## src/rtl/mul_pkg.sv

```systemverilog
// ---------------------------------------------------------------------------
// mul_pkg
// Shared types and constants for the multiply sequencer slice.
//   mul_op_t        : multiply-class opcodes issued by the EX stage
//   mul_state_t     : sequencer FSM states
//   MUL_LAT_DEFAULT : default latency of the external multiplier core
//   opIsSigned      : true for opcodes that treat operands as two's complement
//   opIsLegal       : false for the one unused opcode encoding (7)
// ---------------------------------------------------------------------------
package mul_pkg;

  typedef enum logic [2:0] {
    MOP_MULT  = 3'd0,
    MOP_MULTU = 3'd1,
    MOP_MADD  = 3'd2,
    MOP_MADDU = 3'd3,
    MOP_MSUB  = 3'd4,
    MOP_MSUBU = 3'd5,
    MOP_MUL   = 3'd6
  } mul_op_t;

  typedef enum logic [1:0] {
    ST_IDLE = 2'd0,
    ST_RUN  = 2'd1,
    ST_DONE = 2'd2
  } mul_state_t;

  localparam int unsigned MUL_LAT_DEFAULT = 6;

  // Signed flavours strip the sign before the unsigned core and restore it
  // on the product afterwards.
  function automatic logic opIsSigned(input logic [2:0] op);
    logic result;
    result = 1'b0;
    case (op)
      3'd0, 3'd2, 3'd4, 3'd6: result = 1'b1;
      default:                result = 1'b0;
    endcase
    return result;
  endfunction

  function automatic logic opIsLegal(input logic [2:0] op);
    return (op != 3'd7);
  endfunction

endpackage

```

## src/rtl/mul_sign_fix.sv

```systemverilog
// ---------------------------------------------------------------------------
// mul_sign_fix
// Combinational conditional two's-complement negate of a W-bit value.
// With neg_i tied to the operand's sign bit it yields the magnitude of a
// 32-bit operand (0x80000000 maps to itself, which the unsigned core then
// reads as 2^31). With neg_i set to the product sign it restores the sign
// of a 64-bit product.
//   val_i : input value
//   neg_i : 1 = negate, 0 = pass through
//   val_o : result, modulo 2^W
// ---------------------------------------------------------------------------
module mul_sign_fix #(
  parameter int unsigned W = 32
) (
  input  logic [W-1:0] val_i,
  input  logic         neg_i,
  output logic [W-1:0] val_o
);

  assign val_o = neg_i ? ((~val_i) + {{(W-1){1'b0}}, 1'b1}) : val_i;

endmodule

```

## src/rtl/mul_sequencer.sv

```systemverilog
// ---------------------------------------------------------------------------
// mul_sequencer
// Sequences MIPS multiply-class ops through an external unsigned,
// fixed-latency multiplier core: strips operand signs, waits out the core
// latency, restores the sign, applies HI/LO accumulate/subtract and emits a
// one-cycle write strobe to HI/LO or the GPR file. Stalls IF..EX while the
// op is in flight and drops back to idle on a flush.
//   clk, rst            : clock, async active-high reset
//   op_valid, op_code   : multiply-class op held by EX (stable while stalled)
//   op_a, op_b          : rs / rt operands
//   hilo_in             : forwarded {HI,LO}, sampled only at issue
//   flush               : pipeline flush, aborts any op in progress
//   stall, busy         : pipeline freeze / sequencer not idle
//   core_a, core_b      : registered operand magnitudes to the core
//   core_p              : unsigned core product
//   hilo_we, hilo_wdata : HI/LO write strobe and data
//   gpr_we, gpr_wdata   : GPR write strobe and data (MUL only)
// ---------------------------------------------------------------------------
module mul_sequencer
  import mul_pkg::*;
#(
  parameter int unsigned MUL_LAT = MUL_LAT_DEFAULT
) (
  input  logic        clk,
  input  logic        rst,
  input  logic        op_valid,
  input  logic [2:0]  op_code,
  input  logic [31:0] op_a,
  input  logic [31:0] op_b,
  input  logic [63:0] hilo_in,
  input  logic        flush,
  output logic        stall,
  output logic        busy,
  output logic [31:0] core_a,
  output logic [31:0] core_b,
  input  logic [63:0] core_p,
  output logic        hilo_we,
  output logic [63:0] hilo_wdata,
  output logic        gpr_we,
  output logic [31:0] gpr_wdata
);

  localparam int unsigned CNT_W = $clog2(MUL_LAT + 1);

  mul_state_t       state_q, state_d;
  logic [CNT_W-1:0] cnt_q, cnt_d;
  mul_op_t          op_q, op_d;
  logic             neg_q, neg_d;
  logic [63:0]      acc_q, acc_d;
  logic [63:0]      prod_q, prod_d;
  logic [31:0]      core_a_q, core_a_d;
  logic [31:0]      core_b_q, core_b_d;

  logic             opSigned;
  logic             opLegal;
  logic             issue;
  logic [31:0]      magA;
  logic [31:0]      magB;
  logic [63:0]      prodSigned;

  assign opSigned = opIsSigned(op_code);
  assign opLegal  = opIsLegal(op_code);
  assign issue    = (state_q == ST_IDLE) && op_valid && opLegal && !flush;

  mul_sign_fix #(.W(32)) u_fix_a (
    .val_i (op_a),
    .neg_i (opSigned & op_a[31]),
    .val_o (magA)
  );

  mul_sign_fix #(.W(32)) u_fix_b (
    .val_i (op_b),
    .neg_i (opSigned & op_b[31]),
    .val_o (magB)
  );

  mul_sign_fix #(.W(64)) u_fix_p (
    .val_i (core_p),
    .neg_i (neg_q),
    .val_o (prodSigned)
  );

  // State register plus every datapath register. Reset is asynchronous so a
  // mid-operation reset clears the outputs immediately.
  always_ff @(posedge clk or posedge rst) begin
    if (rst) begin
      state_q  <= ST_IDLE;
      cnt_q    <= '0;
      op_q     <= MOP_MULT;
      neg_q    <= 1'b0;
      acc_q    <= '0;
      prod_q   <= '0;
      core_a_q <= '0;
      core_b_q <= '0;
    end else begin
      state_q  <= state_d;
      cnt_q    <= cnt_d;
      op_q     <= op_d;
      neg_q    <= neg_d;
      acc_q    <= acc_d;
      prod_q   <= prod_d;
      core_a_q <= core_a_d;
      core_b_q <= core_b_d;
    end
  end

  // Next-state logic. Issue captures everything the op needs so EX may keep
  // stalling without the sequencer re-reading it; the core operands then hold
  // until the next issue. The product is captured on the last latency cycle,
  // when the core output is guaranteed settled.
  always_comb begin
    state_d  = state_q;
    cnt_d    = cnt_q;
    op_d     = op_q;
    neg_d    = neg_q;
    acc_d    = acc_q;
    prod_d   = prod_q;
    core_a_d = core_a_q;
    core_b_d = core_b_q;

    case (state_q)
      ST_IDLE: begin
        if (issue) begin
          op_d     = mul_op_t'(op_code);
          neg_d    = opSigned & (op_a[31] ^ op_b[31]);
          acc_d    = hilo_in;
          core_a_d = magA;
          core_b_d = magB;
          cnt_d    = CNT_W'(MUL_LAT);
          state_d  = ST_RUN;
        end
      end
      ST_RUN: begin
        if (flush) begin
          cnt_d   = '0;
          state_d = ST_IDLE;
        end else begin
          cnt_d = cnt_q - CNT_W'(1);
          if (cnt_q == CNT_W'(1)) begin
            prod_d  = prodSigned;
            state_d = ST_DONE;
          end
        end
      end
      ST_DONE: begin
        state_d = ST_IDLE;
      end
      default: begin
        state_d = ST_IDLE;
      end
    endcase
  end

  // Output decode. Write strobes live only in DONE and a flush arriving in
  // that same cycle still cancels them; write data reads zero elsewhere.
  always_comb begin
    stall      = issue || (state_q == ST_RUN);
    busy       = (state_q != ST_IDLE);
    hilo_we    = 1'b0;
    hilo_wdata = '0;
    gpr_we     = 1'b0;
    gpr_wdata  = '0;

    if (state_q == ST_DONE) begin
      case (op_q)
        MOP_MULT, MOP_MULTU: begin
          hilo_wdata = prod_q;
          hilo_we    = !flush;
        end
        MOP_MADD, MOP_MADDU: begin
          hilo_wdata = acc_q + prod_q;
          hilo_we    = !flush;
        end
        MOP_MSUB, MOP_MSUBU: begin
          hilo_wdata = acc_q - prod_q;
          hilo_we    = !flush;
        end
        MOP_MUL: begin
          gpr_wdata = prod_q[31:0];
          gpr_we    = !flush;
        end
        default: begin
          hilo_we = 1'b0;
        end
      endcase
    end
  end

  assign core_a = core_a_q;
  assign core_b = core_b_q;

endmodule

```

## config.mk

```make
export PLATFORM = sky130hd
export DESIGN_NAME = mul_sequencer
export DESIGN_NICKNAME = d
export VERILOG_FILES = /design/src/rtl/mul_pkg.sv /design/src/rtl/mul_sign_fix.sv /design/src/rtl/mul_sequencer.sv
export SDC_FILE = /design/constraint.sdc
export NUM_CORES = 1
export LEC_CHECK = 0
export CAP_MARGIN = 30
export CORE_MARGIN = 1
export CORE_UTILIZATION = 57
export DETAILED_ROUTE_END_ITERATION = 7
export PLACE_DENSITY_LB_ADDON = 0.3
export SLEW_MARGIN = 20
export SYNTH_ARGS = -nofsm -noshare
export SYNTH_HDL_FRONTEND = slang
export SYNTH_HIERARCHICAL = 1
export SYNTH_SLANG_ARGS = --single-unit
```

## constraint.sdc

```tcl
create_clock -name clk -period 11.2 [get_ports clk]
set_clock_uncertainty 0.05 [all_clocks]
set_input_delay 1.68 -clock clk [delete_from_list [all_inputs] [get_ports clk]]
set_output_delay 1.68 -clock clk [all_outputs]
set_load 0.02 [all_outputs]
```

==> qor.csv, run 1 <==
stage,metric,value,unit
yosys,synthMuxAreaShare,0.00185,
yosys,synth_edf_count,0,
critical_path,startpoint_type,register,
floorplan,fp.dieArea,0.0304,mm²
job,maxCapViolCount,0,
final_layout,final_common_cell,nand2_1,
pwr,p_int,0.00266,W
critical_path,arrival,6840,ps
placed_design,dp.cells,2884,
floorplan,die_h,174,µm
floorplan,core,0.0289,mm²
pwr,vdd_drop_max,0.000173,V
yosys,ys_warn_count,6,
placed_design,hpwl,46000,µm
pwr,combPwrFrac,0.587,
pwr,p_clk_frac,0.172,
route,wl_per_cell,20.9,µm
placed_design,placed_area,0.0208,mm²
timing,min_period,8570,ps
yosys,synth_area_leader_cell,dfrtp_1,
timing,worst_slew_margin_rel,0.391,
clocking,cts_hold_buf,0,
clocking,cts_tree,built,
floorplan,initial_core_util,0.585,
critical_path,worstSetupEndpointType,primary output,
yosys,netlist_area,0.0169,mm²
critical_path,critPathRequiredTime,9470,ps
final_layout,final_cells,2941,
pwr,p_sw,0.00240,W
yosys,synthCells,2233,
yosys,synth-main-ff-cell,dfrtp_1,
yosys,async_flop_share,1.00,
pwr,total_leakage_power,9.40,nW
critical_path,worst-path-max-fanout,6,
yosys,synth_top_family_by_area,simple AND/OR/NAND/NOR gates,
timing,hold_viol,0,
pwr,seqPwrFrac,0.241,
clocking,cts-root-buf,clkbuf_16,
route,avgViaCountPerCell,6.11,
grt,grt_usage,0.400,
grt,grt_pass1_wl,96000,µm
yosys,synth_compound_area_frac,0.184,
grt,grt_max_degree,101,
final_layout,syn_to_final_growth,28.4,%
yosys,yosysUniqueCellTypes,86,
yosys,synth_seq_cells,201,
timing,rsz0062_at_grt,false,
final_layout,drive_gt1_frac,0.0569,
route,dr.pass1.iters,6,
pwr,power_density,233,mW/mm²
timing,tightestPinTransition,905,ps
yosys,seq_area_frac_synth,0.297,
route,route.vias.total,18000,
route,first_iter_violations,1956,
yosys,synth_area_leaders,"dfrtp_1 (30%), nand2_1 (15%), xnor2_1 (11%)",
clocking,tritoncts.num_buffers,25,
critical_path,worst-setup-path-type,register to primary output,
timing,finalSetupTns,0,ps
route,postRouteAntennaNets,0,
timing,fin_ws,2630,ps
final_layout,finalNetCount,2800,
timing,finalSetupViolCount,0,
yosys,synth_area_per_cell,7.58,µm²
min_path,hp-class,register to register,
grt,grt-ovfl-total,0,
yosys,synthXorXnorAreaFrac,0.125,
clocking,cts.clk_slew.worst_paths,60,ps
route,drc,0,
yosys,synth_fa_ha_area_frac,0.0544,
grt,grt_pass1_vias,18000,
status,status,"complete, no violations",
timing,period_share,0.766,
pwr,sw_frac_of_total,0.473,
pwr,p_total,0.00506,W
clocking,cts-htree-levels,1,
floorplan,row_count,62,
clocking,cts_resized,0,
yosys,yosys.area_share.simple,0.301,
timing,maxSlewViolCount,0,
clocking,cts.sinks,201,
clocking,cts_buffer_depth,3,
route,wirelength,61500,µm
clocking,postCtsSetupBuffers,0,
clocking,worstSkewPairLatency,560,ps
final_layout,mostFrequentLayoutCells,"nand2_1 (691), clkdlybuf4s50_1 (362), xnor2_1 (206)",
floorplan,fp.dieW,174,µm
final_layout,design_area,0.0217,mm²
yosys,synthesis.nets,2505,
grt,antenna_found_initial,11,
placed_design,dp_slack,3340,ps
floorplan,io_pins,363,
timing,fmax,0.117,GHz
placed_design,gp_congestion,0.990,
placed_design,port-buffer-count,362,
yosys,netlist.area_leader.share,0.297,
[power groups by stage]
stage          clock [W]  sequential (W)  combinational, W
2_1_floorplan          0         0.00118           0.00204
3_3_place_gp           0         0.00120           0.00282
3_5_place_dp           0         0.00121           0.00287
4_1_cts         0.000880         0.00120           0.00291
5_1_grt         0.000904         0.00124           0.00322
6_report        0.000873         0.00122           0.00297
[critical path: stages (launching register included)]
cell             delay (ps)
dfrtp_1                 450
or3_1                   440
or3_1                   360
nor4_1                  790
nand2_1                 210
nor3_1                  290
nor2_1                   90
xnor2_1                 150
ha_1                    360
a21oi_1                 300
nand2_1                  80
a221oi_1                280
o21ai_0                 130
a31oi_1                 440
o21ba_2                 370
o311ai_4                130
and3_1                  200
or4_1                   500
o211ai_2                 80
clkdlybuf4s50_1         620
[metrics by stage]
step,hold WS [ps],utilization
floorplan,397,-
global placement,408,0.717
detailed placement,411,0.719
CTS,435,0.749
global route,447,0.751
finish,431,0.751
[registers in the layout (all words and copies together), names as in the netlist]
name / cells
core_a: 32
neg_q: 1
state_q: 2
acc_q: 64
prod_q: 64
cnt_q: 3
core_b: 32
op_q: 3
[cells by family (layout without fill, tap and decap cells)]
logic type      count (synthesis)  after routing
fa+ha+maj                      73             73
other cells                     0             10
compound gates                460            460
xor+xnor                      242            242
flops                         201            201
mux                             3              3
simple gates                 1098           1098
buf+inv                       156            470
[area by class of cell]
type                       instances  area [µm²]
fill                            2183        7210
sequential                       201        5030
timing repair buffer             380        3820
inverter                          44         173
clock buffer                      37         721
clock inverter                     9         146
tap                              384         480
antenna                           10        25.0
multi-input combinational       1876       11300
[cells in the mapped netlist, drive strengths merged (5+ instances only)]
cell type and count:
a31oi 25, nor2 144, xnor2 206, or2b 5
a21o 39, o21bai 20, a22oi 33, a21oi 104
nand2b 16, o21ai 111, o31ai 54, nor2b 15
inv 44, ha 72, or3 18, o41ai 33
nand3 25, a211oi 5, and3 10, nor4 26
or4 23, nand2 692, dfrtp 201, nand4 22
clkbuf 101, or2 10, buf 11, and2 38
nor3 37, xor2 36
[routing by layer]
layer / track usage / routed length, µm
met5: 0 / 13
met4: 0.215 / 3470
met3: 0.0840 / 5540
met2: 0.679 / 29200
met1: 0.473 / 23200
[worst paths after layout]
path,slack [ps],cells past startpoint,endpoint,from
setup / recovery,2630,19,hilo_wdata[63],prod_q[4]$_DFFE_PP0P_
hold / removal,430,2,core_a[20]$_DFFE_PP0P_,core_a[20]$_DFFE_PP0P_
setup reg to reg,8180,7,core_a[0]$_DFFE_PP0P_,state_q[1]$_DFFE_PP0P_
hold reg to reg,430,2,core_a[20]$_DFFE_PP0P_,core_a[20]$_DFFE_PP0P_
max in group asynchronous,7660,4,acc_q[35]$_DFFE_PP0P_,rst
min in group asynchronous,1580,2,core_a[14]$_DFFE_PP0P_,rst
Note: power is estimated with default switching activity, not from simulation.
==> run 2, diff against run 1 <==
CORE_UTILIZATION = 53   (was 57)
clock period = 8.2 ns   (was 11.2 ns; I/O delays follow)
==> qor.csv, run 2 (synthesis gave the netlist of run 1 again) <==
stage,metric,value,unit,change
floorplan,fp.dieW,181,µm,was 174 µm
critical_path,worstRegToRegCells,7,,unchanged
pwr,sw_frac_of_total,0.469,,was 0.473
pwr,seqPwrFrac,0.239,,was 0.241
critical_path,r2r-end,acc_q[35]$_DFFE_PP0P_,,was core_a[0]$_DFFE_PP0P_
route,dr.pass1.iters,5,,was 6
final_layout,fill_cells,2584,,was 2183
floorplan,die_h,181,µm,was 174 µm
critical_path,worst-setup-path-type,register to primary output,,unchanged
pwr,p_clk_frac,0.176,,was 0.172
clocking,worstSkewPairLatency,570,ps,was 560 ps
timing,finalSetupTns,0,ps,unchanged
placed_design,port-buffer-count,362,,unchanged
placed_design,gp_congestion,1.00,,was 0.990
timing,finalSetupViolCount,0,,unchanged
grt,grt_pass1_wl,95100,µm,was 96000 µm
min_path,worstHoldStart,core_a[27]$_DFFE_PP0P_,,was core_a[20]$_DFFE_PP0P_
timing,period_share,0.963,,
route,postRouteAntennaNets,0,,unchanged
critical_path,worstSetupEndpointType,primary output,,unchanged
final_layout,finalNetCount,2804,,was 2800
final_layout,mostFrequentLayoutCells,"nand2_1 (691), clkdlybuf4s50_1 (362), xnor2_1 (206)",,unchanged
pwr,combPwrFrac,0.585,,was 0.587
pwr,p_total,0.00693,W,was 0.00506 W
clocking,cts.clk_slew.worst_paths,60,ps,about the same
job,maxCapViolCount,0,,unchanged
placed_design,hpwl,46300,µm,was 46000 µm
clocking,cts-root-buf,clkbuf_16,,unchanged
route,wl_per_cell,20.5,µm,was 20.9 µm
critical_path,regToRegSetupSlack,5510,ps,was 8180 ps
min_path,hp-class,register to register,,unchanged
clocking,cts-htree-levels,1,,unchanged
grt,antenna_found_initial,6,,was 11
pwr,total_leakage_power,9.45,nW,was 9.40 nW
critical_path,worst-path-max-fanout,6,,unchanged
clocking,cts.sinks,201,,unchanged
floorplan,io_pins,363,,unchanged
floorplan,row_count,65,,was 62
route,avgViaCountPerCell,5.91,,was 6.11
floorplan,core,0.0315,mm²,was 0.0289 mm²
grt,grt_max_degree,100,,was 101
final_layout,syn_to_final_growth,29.0,%,was 28.4%
clocking,cts_resized,0,,unchanged
critical_path,arrival,6620,ps,was 6840 ps
critical_path,critPathRequiredTime,6920,ps,was 9470 ps
clocking,tritoncts.num_buffers,26,,was 25
timing,fmax,0.127,GHz,
final_layout,final_common_cell,nand2_1,,unchanged
min_path,holdPathEnd,core_a[27]$_DFFE_PP0P_,,was core_a[20]$_DFFE_PP0P_
grt,grt-ovfl-total,0,,unchanged
critical_path,critPathLaunch,prod_q[4]$_DFFE_PP0P_,,unchanged
final_layout,drive_gt1_frac,0.0600,,was 0.0569
final_layout,top_regs,"acc_q: 64 flops, prod_q: 64 flops",,unchanged
critical_path,startpoint_type,register,,unchanged
floorplan,fp.dieArea,0.0327,mm²,was 0.0304 mm²
timing,hold_viol,0,,unchanged
placed_design,dp_slack,823,ps,was 3340 ps
floorplan,initial_core_util,0.538,,was 0.585
timing,maxSlewViolCount,0,,unchanged
timing,worst_slew_margin_rel,0.469,,was 0.391
timing,holdWs,423,ps,was 431 ps
clocking,cts_hold_buf,0,,unchanged
grt,grt_usage,0.365,,was 0.400
grt,grt_pass1_vias,17300,,was 18000
clocking,cts_buffer_depth,3,,unchanged
route,wirelength,60500,µm,was 61500 µm
timing,min_period,7900,ps,
min_path,holdPathStages,2,,unchanged
timing,fin_ws,299,ps,was 2630 ps
pwr,p_sw,0.00325,W,was 0.00240 W
route,first_iter_violations,1442,,was 1956
status,status,"complete, no violations",,unchanged
critical_path,worstReg2RegStart,state_q[1]$_DFFE_PP0P_,,unchanged
pwr,p_int,0.00368,W,was 0.00266 W
pwr,vdd_drop_max,0.000187,V,was 0.000173 V
clocking,cts_tree,built,,unchanged
timing,tightestPinTransition,796,ps,was 905 ps
timing,rsz0062_at_grt,false,,unchanged
route,drc,0,,unchanged
route,route.vias.total,17500,,was 18000
clocking,postCtsSetupBuffers,0,,unchanged
pwr,power_density,318,mW/mm²,was 233 mW/mm²
run 2: cell types whose count changed in the layout (fill, tap and decap cells not counted), moves of 2 or more:
| cell | before | now |
|---|---|---|
| diode_2 | 10 | 4 |
| clkinv_2 | 2 | 5 |
| buf_12 | 1 | 3 |
| clkbuf_8 | 5 | 3 |
| clkinvlp_4 | 2 | 0 |
run 2: worst max-delay path by stage:
stage / to / depth (start not counted)
CTS: hilo_wdata[58] / 19
global route: hilo_wdata[58] / 19
detailed placement: hilo_wdata[58] / 19
finish: hilo_wdata[58] / 19
global placement: hilo_wdata[58] / 19
floorplan: acc_q[0]$_DFFE_PP0P_ / 1
run 2: metal layers:
| metal | part of all wire | track usage | vias up |
|---|---|---|---|
| met3 | 0.075 | 0.0748 | 160 |
| met5 | 0.00036 | 0 | - |
| met2 | 0.47 | 0.607 | 732 |
| met4 | 0.047 | 0.163 | 4 |
| met1 | 0.41 | 0.458 | 8335 |
| li1 | - | - | 8256 |
run 2: power groups by stage:
stage	clock network, W	registers [W]	logic, W
after CTS	0.00123	0.00164	0.00396
after global routing	0.00128	0.00169	0.00442
after global placement	0	0.00165	0.00390
final	0.00122	0.00166	0.00406
after detailed placement	0	0.00165	0.00393
after floorplan	0	0.00161	0.00278
run 2: through the flow:
| stage | cell area (µm²) | std cells | utilization |
|---|---|---|---|
| 3_3_place_gp | 20800 | 2901 | 0.661 |
| 6_report | 21800 | 2957 | 0.694 |
| 2_1_floorplan | 16900 | 2233 | - |
| 5_1_grt | 21800 | 2957 | 0.694 |
| 4_1_cts | 21800 | 2952 | 0.692 |
| 3_5_place_dp | 20900 | 2905 | 0.663 |
run 2: critical path: stages (launching register included):
cell and delay [ps]:
dfrtp_1 430, or3_1 440, or3_1 380, nor4_2 490, nand2_1 190, nor3_1 280
a21oi_1 150, xnor2_1 190, ha_1 400, nand2_1 140, nor4_1 460, o211ai_1 150
a31oi_1 290, o21ai_0 250, a211oi_1 320, a211o_1 280, a41oi_1 160, xor2_1 170
o21ai_0 220, clkdlybuf4s50_1 650
run 2: final cells by class:
cell class | instances | area, µm² | share of cell area
antenna | 4 | 10.0 | 0.000459
sequential | 201 | 5030 | 0.230
tap | 402 | 503 | 0.0230
clock buffer | 35 | 714 | 0.0327
multi-input combinational | 1876 | 11400 | 0.520
timing repair buffer | 383 | 3850 | 0.176
clock inverter | 12 | 193 | 0.00883
inverter | 44 | 173 | 0.00791
